### src/rtl/alu_pkg.sv
// Shared definitions for the iterative ALU: op encodings, FSM state type and
// the shift-amount width helper.
package alu_pkg;

    localparam logic [3:0] OP_ADD  = 4'd0;
    localparam logic [3:0] OP_SUB  = 4'd1;
    localparam logic [3:0] OP_AND  = 4'd2;
    localparam logic [3:0] OP_OR   = 4'd3;
    localparam logic [3:0] OP_XOR  = 4'd4;
    localparam logic [3:0] OP_SLT  = 4'd5;
    localparam logic [3:0] OP_SLTU = 4'd6;
    localparam logic [3:0] OP_SLL  = 4'd7;
    localparam logic [3:0] OP_SRL  = 4'd8;
    localparam logic [3:0] OP_SRA  = 4'd9;

    typedef enum logic [1:0] {
        IDLE  = 2'd0,
        SHIFT = 2'd1,
        DONE  = 2'd2
    } state_t;

    function automatic int shamt_width(input int width);
        return $clog2(width);
    endfunction

endpackage

### src/rtl/alu_addsub.sv
// Combinational adder/subtractor producing sum, unsigned carry/borrow and
// signed overflow for the ALU.
module alu_addsub #(
    parameter int WIDTH = 32
) (
    input  logic signed [WIDTH-1:0] a,
    input  logic signed [WIDTH-1:0] b,
    input  logic                    sub,
    output logic signed [WIDTH-1:0] sum,
    output logic                    carry,
    output logic                    overflow
);

    logic [WIDTH-1:0] b_eff;
    logic [WIDTH:0]   full;

    // Subtract as a + ~b + 1; carry-out of that sum is the inverted borrow.
    always_comb begin
        b_eff    = sub ? ~b : b;
        full     = {1'b0, a} + {1'b0, b_eff} + {{WIDTH{1'b0}}, sub};
        sum      = full[WIDTH-1:0];
        carry    = sub ? ~full[WIDTH] : full[WIDTH];
        overflow = (a[WIDTH-1] == b_eff[WIDTH-1]) && (full[WIDTH-1] != a[WIDTH-1]);
    end

endmodule

### src/rtl/alu_iter.sv
// Multi-cycle ALU: single-cycle arithmetic/logic ops, bit-serial shifts.
// Define ALU_ITER_BARREL_EN to make every shift complete in one cycle.
module alu_iter
    import alu_pkg::*;
#(
    parameter int WIDTH = 32
) (
    input  logic                    clk,
    input  logic                    reset,
    input  logic                    start,
    input  logic [3:0]              op,
    input  logic signed [WIDTH-1:0] a,
    input  logic signed [WIDTH-1:0] b,
    output logic                    busy,
    output logic                    done,
    output logic signed [WIDTH-1:0] result,
    output logic                    zero,
    output logic                    negative,
    output logic                    carry,
    output logic                    overflow
);

    localparam int SHW = shamt_width(WIDTH);

    state_t                  state;
    logic [SHW-1:0]          shamt;
    logic [SHW-1:0]          cnt;
    logic [3:0]              op_p0;
    logic [WIDTH-1:0]        sreg_p0;
    logic [WIDTH-1:0]        sreg_next;
    logic signed [WIDTH-1:0] as_sum;
    logic signed [WIDTH-1:0] imm_res;
    logic                    as_carry;
    logic                    as_ovf;
    logic                    imm_carry;
    logic                    imm_ovf;
    logic                    is_shift;
    logic                    accept;
    logic                    iterate;

    function automatic logic [WIDTH-1:0] shift_step(input logic [3:0] sop,
                                                    input logic [WIDTH-1:0] v);
        case (sop)
            OP_SLL:  return {v[WIDTH-2:0], 1'b0};
            OP_SRA:  return {v[WIDTH-1], v[WIDTH-1:1]};
            default: return {1'b0, v[WIDTH-1:1]};
        endcase
    endfunction

    assign shamt    = b[SHW-1:0];
    assign accept   = start && (state != SHIFT);
    assign is_shift = (op == OP_SLL) || (op == OP_SRL) || (op == OP_SRA);
`ifdef ALU_ITER_BARREL_EN
    assign iterate  = 1'b0;
`else
    assign iterate  = is_shift && (shamt != '0);
`endif
    assign sreg_next = shift_step(op_p0, sreg_p0);

    alu_addsub #(.WIDTH(WIDTH)) u_addsub (
        .a        (a),
        .b        (b),
        .sub      (op == OP_SUB),
        .sum      (as_sum),
        .carry    (as_carry),
        .overflow (as_ovf)
    );

    // Result of any op that completes in the accept cycle, straight from the inputs.
    always_comb begin
        imm_res   = '0;
        imm_carry = 1'b0;
        imm_ovf   = 1'b0;
        case (op)
            OP_ADD, OP_SUB: begin
                imm_res   = as_sum;
                imm_carry = as_carry;
                imm_ovf   = as_ovf;
            end
            OP_AND:  imm_res = a & b;
            OP_OR:   imm_res = a | b;
            OP_XOR:  imm_res = a ^ b;
            OP_SLT:  imm_res = {{(WIDTH-1){1'b0}}, (a < b)};
            OP_SLTU: imm_res = {{(WIDTH-1){1'b0}}, ($unsigned(a) < $unsigned(b))};
`ifdef ALU_ITER_BARREL_EN
            OP_SLL:  imm_res = a << shamt;
            OP_SRL:  imm_res = $signed($unsigned(a) >> shamt);
            OP_SRA:  imm_res = a >>> shamt;
`else
            OP_SLL, OP_SRL, OP_SRA: imm_res = a;
`endif
            default: imm_res = '0;
        endcase
    end

    // Control and architectural outputs.
    always_ff @(posedge clk or posedge reset) begin
        if (reset) begin
            state    <= IDLE;
            busy     <= 1'b0;
            done     <= 1'b0;
            cnt      <= '0;
            result   <= '0;
            zero     <= 1'b0;
            negative <= 1'b0;
            carry    <= 1'b0;
            overflow <= 1'b0;
        end else begin
            done <= 1'b0;
            case (state)
                IDLE, DONE: begin
                    if (accept && iterate) begin
                        state <= SHIFT;
                        busy  <= 1'b1;
                        cnt   <= shamt;
                    end else if (accept) begin
                        state    <= DONE;
                        done     <= 1'b1;
                        result   <= imm_res;
                        zero     <= (imm_res == '0);
                        negative <= imm_res[WIDTH-1];
                        carry    <= imm_carry;
                        overflow <= imm_ovf;
                    end else begin
                        state <= IDLE;
                    end
                end
                SHIFT: begin
                    cnt <= cnt - 1'b1;
                    if (cnt == SHW'(1)) begin
                        state    <= DONE;
                        busy     <= 1'b0;
                        done     <= 1'b1;
                        result   <= sreg_next;
                        zero     <= (sreg_next == '0);
                        negative <= sreg_next[WIDTH-1];
                        carry    <= 1'b0;
                        overflow <= 1'b0;
                    end
                end
                default: begin
                    state <= IDLE;
                    busy  <= 1'b0;
                end
            endcase
        end
    end

    // Operand capture and one-bit-per-cycle shift datapath.
    always_ff @(posedge clk) begin
        if (accept) begin
            op_p0   <= op;
            sreg_p0 <= a;
        end else if (state == SHIFT) begin
            sreg_p0 <= sreg_next;
        end
    end

endmodule

### config.mk
export PLATFORM = sky130hd
export DESIGN_NAME = alu_iter
export DESIGN_NICKNAME = d
export VERILOG_FILES = /design/src/rtl/alu_pkg.sv /design/src/rtl/alu_addsub.sv /design/src/rtl/alu_iter.sv
export SDC_FILE = /design/constraint.sdc
export NUM_CORES = 1
export LEC_CHECK = 0
export BUFFER_PORTS_ARGS = -buffer_cell sky130_fd_sc_hd__buf_4
export CAP_MARGIN = 20
export CORE_MARGIN = 2
export CORE_UTILIZATION = 40
export CTS_CLUSTER_SIZE = 20
export DETAILED_ROUTE_END_ITERATION = 16
export HOLD_SLACK_MARGIN = 0.06
export MAX_ROUTING_LAYER = met4
export SYNTH_ARGS = -nofsm -noshare
export SYNTH_HDL_FRONTEND = slang
export SYNTH_SLANG_ARGS = --single-unit
### constraint.sdc
create_clock -name clk -period 7.43 [get_ports clk]
set_input_delay 0.743 -clock clk [delete_from_list [all_inputs] [get_ports clk]]
set_output_delay 0.743 -clock clk [all_outputs]
set_load 0.005 [all_outputs]
Word level (Yosys, flattened, before mapping)
Cells that the tools add are included.
- register bits: 81
- bits in latches: 0
- bits in writable memories: 0
- memory bits (read-only): 0
- input bits: 71
- output and inout bits: 38
- word-level logic and storage cells: 100
- memories kept: 0
- $add $sub $neg: 3
- multipliers: 0
- divide/modulo/power cells: 0
- magnitude comparators: 2
- equal/unequal tests: 21
- shift operators: 0
- multiplexer cells: 39
- bitwise logic cells: 5
- reduce and logical (&&, ||, !) cells: 19
- operators by type and width (operator ; count):
    one-hot mux 32 bit (7 select lines) ; 1
    two-way mux 32 bit ; 6
    one-hot mux 32 bit (2 select lines) ; 2
    logical NOT 32 bit ; 2
    less-than comparator 32 bit ; 2
    adder 32 x 32 -> 33 bit ; 1
    adder 33 x 1 -> 33 bit ; 1
    AND 32 bit ; 1
    NOT 32 bit ; 1
    bitwise OR 32 bit ; 1
    XOR 32 bit ; 1
    == test 4 x 3 -> 1 bit (second input constant) ; 5
    two-way mux 1 bit ; 18
    == test 4 bit (second input constant) ; 3
    one-hot mux 1 bit (2 select lines) ; 6
    one-hot mux 5 bit (2 select lines) ; 1
    == test 4 x 2 -> 1 bit (second input constant) ; 2
    inequality test 2 bit (second input constant) ; 4
    two-way mux 2 bit ; 3
    == test 5 x 1 -> 1 bit (second input constant) ; 1
    two-way mux 5 bit ; 1
    nonzero test 5 bit ; 1
    subtractor 5 x 1 -> 5 bit (second input constant) ; 1
    == test 4 x 1 -> 1 bit (second input constant) ; 1
    16 further kinds ; 23

Depth between registers and ports, before layout
- depth after elaboration: 10
- mapped depth: 17
- depth with buffers taken out: 15

Modules after synthesis
From an unflattened synthesis, not the netlist that was laid out.
- cell total of the unflattened synthesis: 1126
- area, all modules: 8964.8 um2
- by module, submodules not included (module ; instances ; cells an instance ; area each (um2) ; sequential area each (um2)):
    alu_iter ; 1 ; 817 ; 6781.5 ; 2182.1
    alu_addsub ; 1 ; 309 ; 2183.3 ; 0.0

Worst setup path before layout
No wires, ideal clock.
- kind: input -> register
- from: input op[1]
- to: register zero
- library setup time: 0.095 ns
- arrival time: 4.403 ns
- required time: 7.335 ns
- slack: 2.932 ns
- stages on the path: 16
- buffers on the path: 2
- cell sequence: nor4b_2 buf_6 clkbuf_1 xnor2_1 ha_1 and4_1 nor3b_1 a211oi_4 nor4b_2 o21ai_0 a31o_1 a2111oi_2 nand4_1 nor4_1 nand4b_1 o31ai_1
- word-level cells in the longest chain between the ends: 9
- elaborated cells on any way between the ends: 26
- those cells by class: add/sub: 2; eq/ne: 10; mux: 5; reduce/logical: 9
- RTL lines (what ; RTL line ; source):
    start: declaration ; alu_iter.sv:11 ; input logic [3:0] op,
    == test 4 x 1 -> 1 bit ; alu_iter.sv:63, alu_iter.sv:74 ;
    two-way mux 32 bit ; alu_addsub.sv:19 ; b_eff = sub ? ~b : b;
    adder 32 x 32 -> 33 bit ; alu_addsub.sv:20 ; full = {1'b0, a} + {1'b0, b_eff} + {{WIDTH{1'b0}}, sub};
    adder 33 x 1 -> 33 bit ; alu_addsub.sv:20 ;
    one-hot mux 32 bit (7 select lines) ; alu_iter.sv:74 ; case (op)
    logical NOT 32 bit ; alu_iter.sv:120 ; zero <= (imm_res == '0);
    two-way mux 1 bit ; alu_iter.sv:116 ; end else if (accept) begin
    two-way mux 1 bit ; alu_iter.sv:112 ; if (accept && iterate) begin
    one-hot mux 1 bit (2 select lines) ; alu_iter.sv:110 ; case (state)
    end signal: assignment ; alu_iter.sv:120 ;
    end signal: assignment ; alu_iter.sv:135 ; zero <= (sreg_next == '0);
    end: declaration ; alu_iter.sv:17 ; output logic zero,
Parallel ways exist; a longest one is shown, timed or not. The select of a mux whose other input is x is not followed.
A chain may end at the register's enable or synchronous reset.

Worst setup path in the final report
- from: input op[0]
- to: register zero
The elaborated chain is that of the path after synthesis.

==> metrics.cfg <==
[outcome]
outcome = finished, final reports clean

[layout]
fin_nets = 1363
design_area_mm2 = 0.01017
syn2layout_area_growth_pct = 15.54
final_cell_mix = 137 x ha_1, 123 x a21oi_1, 120 x buf_4
fill_cells = 2221
num_antenna_cells = 0
drive_above_1_share_pct = 13.37
final_common_cell = ha_1

[routing]
viasPerCell = 5.722
drc = 0
drtAntennaViolNets = 0
routed_wl_mm = 28.39
dr_wl_met2_mm = 12.62
vias = 8234
highest_layer = met4
met3WireLength_mm = 1.905
first_pass_iters = 6
drtIter0Drc = 925
wl_per_cell_um = 19.73
m1WireLength_mm = 13.42

[clocking]
cts_tree = done
cts_resized = 0
clockRootBuffer = clkbuf_16
clock_sinks = 80
clk_latency_ns = 0.33
numCtsBuffers = 9
cts_max_level = 3
cts_hold_buf = 0
clock_path_buffers = 2
cts_post_setup_buffers_inserted = 0
clk_transition_reported_paths_ns = 0.06

[timing]
fin_crit_ns = 4.873
drv_slew = 0
relSlewSlack_pct = 27.61
worstMarginPinSlew_ns = 1.082
period_share_pct = 65.59
finalSetupViolCount = 0
timing.fmax_mhz = 205.2
rsz0062_at_grt = false
fin_skew_ns = 0.008303
tns_ns = 0
timing_hold_violations_final = 0

[synth]
async_flop_share_pct = 55.00
synth_area_leaders = ha_1 19%, dfrtp_1 13%, edfxtp_1 12%, a21oi_1 7.0%, xnor2_1 4.8%
netlist_area_mm2 = 0.008798
synth_cell_types = 69
synth_top_area_share_pct = 19.48
yosys_warnings = 0
synth.ff_latch_count = 80
synthesis.nets = 1282
synth_edf_count = 36
synth_ff_type = dfrtp_1
synth_area_per_cell_um2 = 8.200
synth_seq_area_share_pct = 24.80
yosys.area.top_type = ha_1
synth_cells = 1073

[pwr]
comb_power_share_pct = 44.2
leakage_nw = 4.740
pwr-share-seq_pct = 34.5
switching_share_pct = 37.71
p_per_area_mw_per_mm2 = 193.8
clockPowerShare_pct = 21.3
ir_drop_mv = 0.08735
switchingPower_mw = 0.7429
internal-power_mw = 1.227

[global_routing]
grt_pass1_vias = 7762
grt_start_max_net_pins = 62
grt_antenna_before_repair = 0
grt_first_pass_wirelength_mm = 44.19
overflow = 0
grtUsageTotal_pct = 24.63

[floorplan]
die-area_mm2 = 0.02320
rows = 54
die_y_um = 152.3
coreArea_mm2 = 0.02169
fp.dieW_um = 152.3
io_pins = 109
initial_core_util_pct = 40.57

[min_path]
min_path_type = flip-flop to flip-flop
hold_path_end = result[24]
hp-start = result[24]
holdPathStages = 2

[critical_path]
crit_path_cell_trace = buf_4 -> nor4b_4 -> buf_4 -> xnor2_1 -> inv_1 -> fa_1 -> nand3b_1 -> nand2_1 -> a21oi_1 -> o21ai_0 -> a31oi_1 -> xor2_1 -> o221ai_1 -> or3_1 -> nor4_1 -> nand4b_1 -> o31ai_1
reg2reg_to = zero
cp_common_cell = buf_4
cp.required_ns = 7.67
crit_slowest_cell = buf_4
cpLargestDelayFamily = simple AND/OR/NAND/NOR gates
slowest_delay_ns = 0.50
critPathKind = primary input to flip-flop
path_buf_inv = 3
cp.arrival_ns = 5.12
end_kind = flip-flop
cp_max_fo = 34
worst_setup_path_start_kind = primary input
r2r_start = cnt[1]
rrSetupSlack_ns = 4.09
r2r_cells = 12

[place]
dpl_cell_area_mm2 = 0.009884
hpwl_mm = 22.36
numPortBuffers = 108
globalplace.congestion = 1.008

[run]
cap_viol_max_count = 0

power by group through the flow:
stage                     clock, mW  combinational [mW]  sequential (mW)
after global placement            0               0.852            0.685
after global routing          0.443               0.962            0.701
after CTS                     0.429               0.864            0.682
after detailed placement          0               0.858            0.689
after floorplan                   0               0.511            0.677
final                         0.419               0.871            0.680
worst max path at each step:
stage | end | cells after the start | slack, ns | from
floorplan | zero | 16 | 2.93 | op[1]
global placement | zero | 17 | 2.34 | op[0]
detailed placement | zero | 17 | 2.24 | op[0]
CTS | zero | 17 | 2.58 | op[0]
global route | zero | 16 | 2.13 | op[0]
finish | zero | 17 | 2.56 | op[0]
flip-flops by register name, indices dropped and copies added, names as in the netlist:
name,count
overflow,1
cnt,5
done,1
busy,1
sreg_p0,32
op_p0,4
carry,1
negative,1
result,31
state,2
zero,1
cell type report:
type,instances,area [um2],area share (%)
tap,280,350.3,3.446
inverter,101,379.1,3.729
sequential,80,2182,21.46
timing repair buffer,120,900.9,8.862
multi-input combinational,842,6072,59.73
clock buffer,16,281.5,2.769
synth_stat cells, types with 9 or more instances:
cell type  number
edfxtp_1       36
ha_1          137
clkbuf_1       44
nand4_1        15
nor4_1         14
mux2i_1        40
nand2_1        82
o211ai_1       12
dfrtp_1        44
o21ai_0        65
a31oi_1         9
xor2_1         10
xnor2_1        48
nor3_1         15
a211oi_1       17
inv_1         101
a21oi_1       123
nor2b_1        10
nor2_1        103
nand3_1         9
a222oi_1       12
or3_1           9
stage by stage:
step | utilization, % | power (mW) | hold slack [ns] | setup slack [ns] | cells
after global routing | 46.87 | 2.106 | 0.4999 | 2.129 | 1439
after global placement | 45.58 | 1.537 | 0.4659 | 2.340 | 1423
final | 46.87 | 1.970 | 0.4745 | 2.557 | 1439
after CTS | 46.87 | 1.975 | 0.4875 | 2.581 | 1439
after detailed placement | 45.58 | 1.547 | 0.4744 | 2.244 | 1423
after floorplan | - | 1.187 | 0.4628 | 2.932 | 1073
layer usage:
metal	vias to the layer above	GRT usage, %
li1	4018	-
met1	3890	35.22
met2	296	37.15
met3	30	3.271
met4	0	5.563
met5	-	-
tightest hold or removal path, cell delays in order, from the launching register on:
cell,delay (ns)
dfrtp_1,0.35
nand2_1,0.05
nand2_1,0.05
cells by family (layout without fill, tap and decap cells):
family	after synthesis	after routing	share of synthesized area [%]
simple gates	287	287	15.24
xor+xnor	58	58	5.774
mux	48	48	5.575
fa+ha+maj	138	138	19.71
flops	80	80	24.80
buf+inv	151	237	6.584
compound gates	311	311	22.31
No activity file was read; power rests on OpenSTA's default activity.
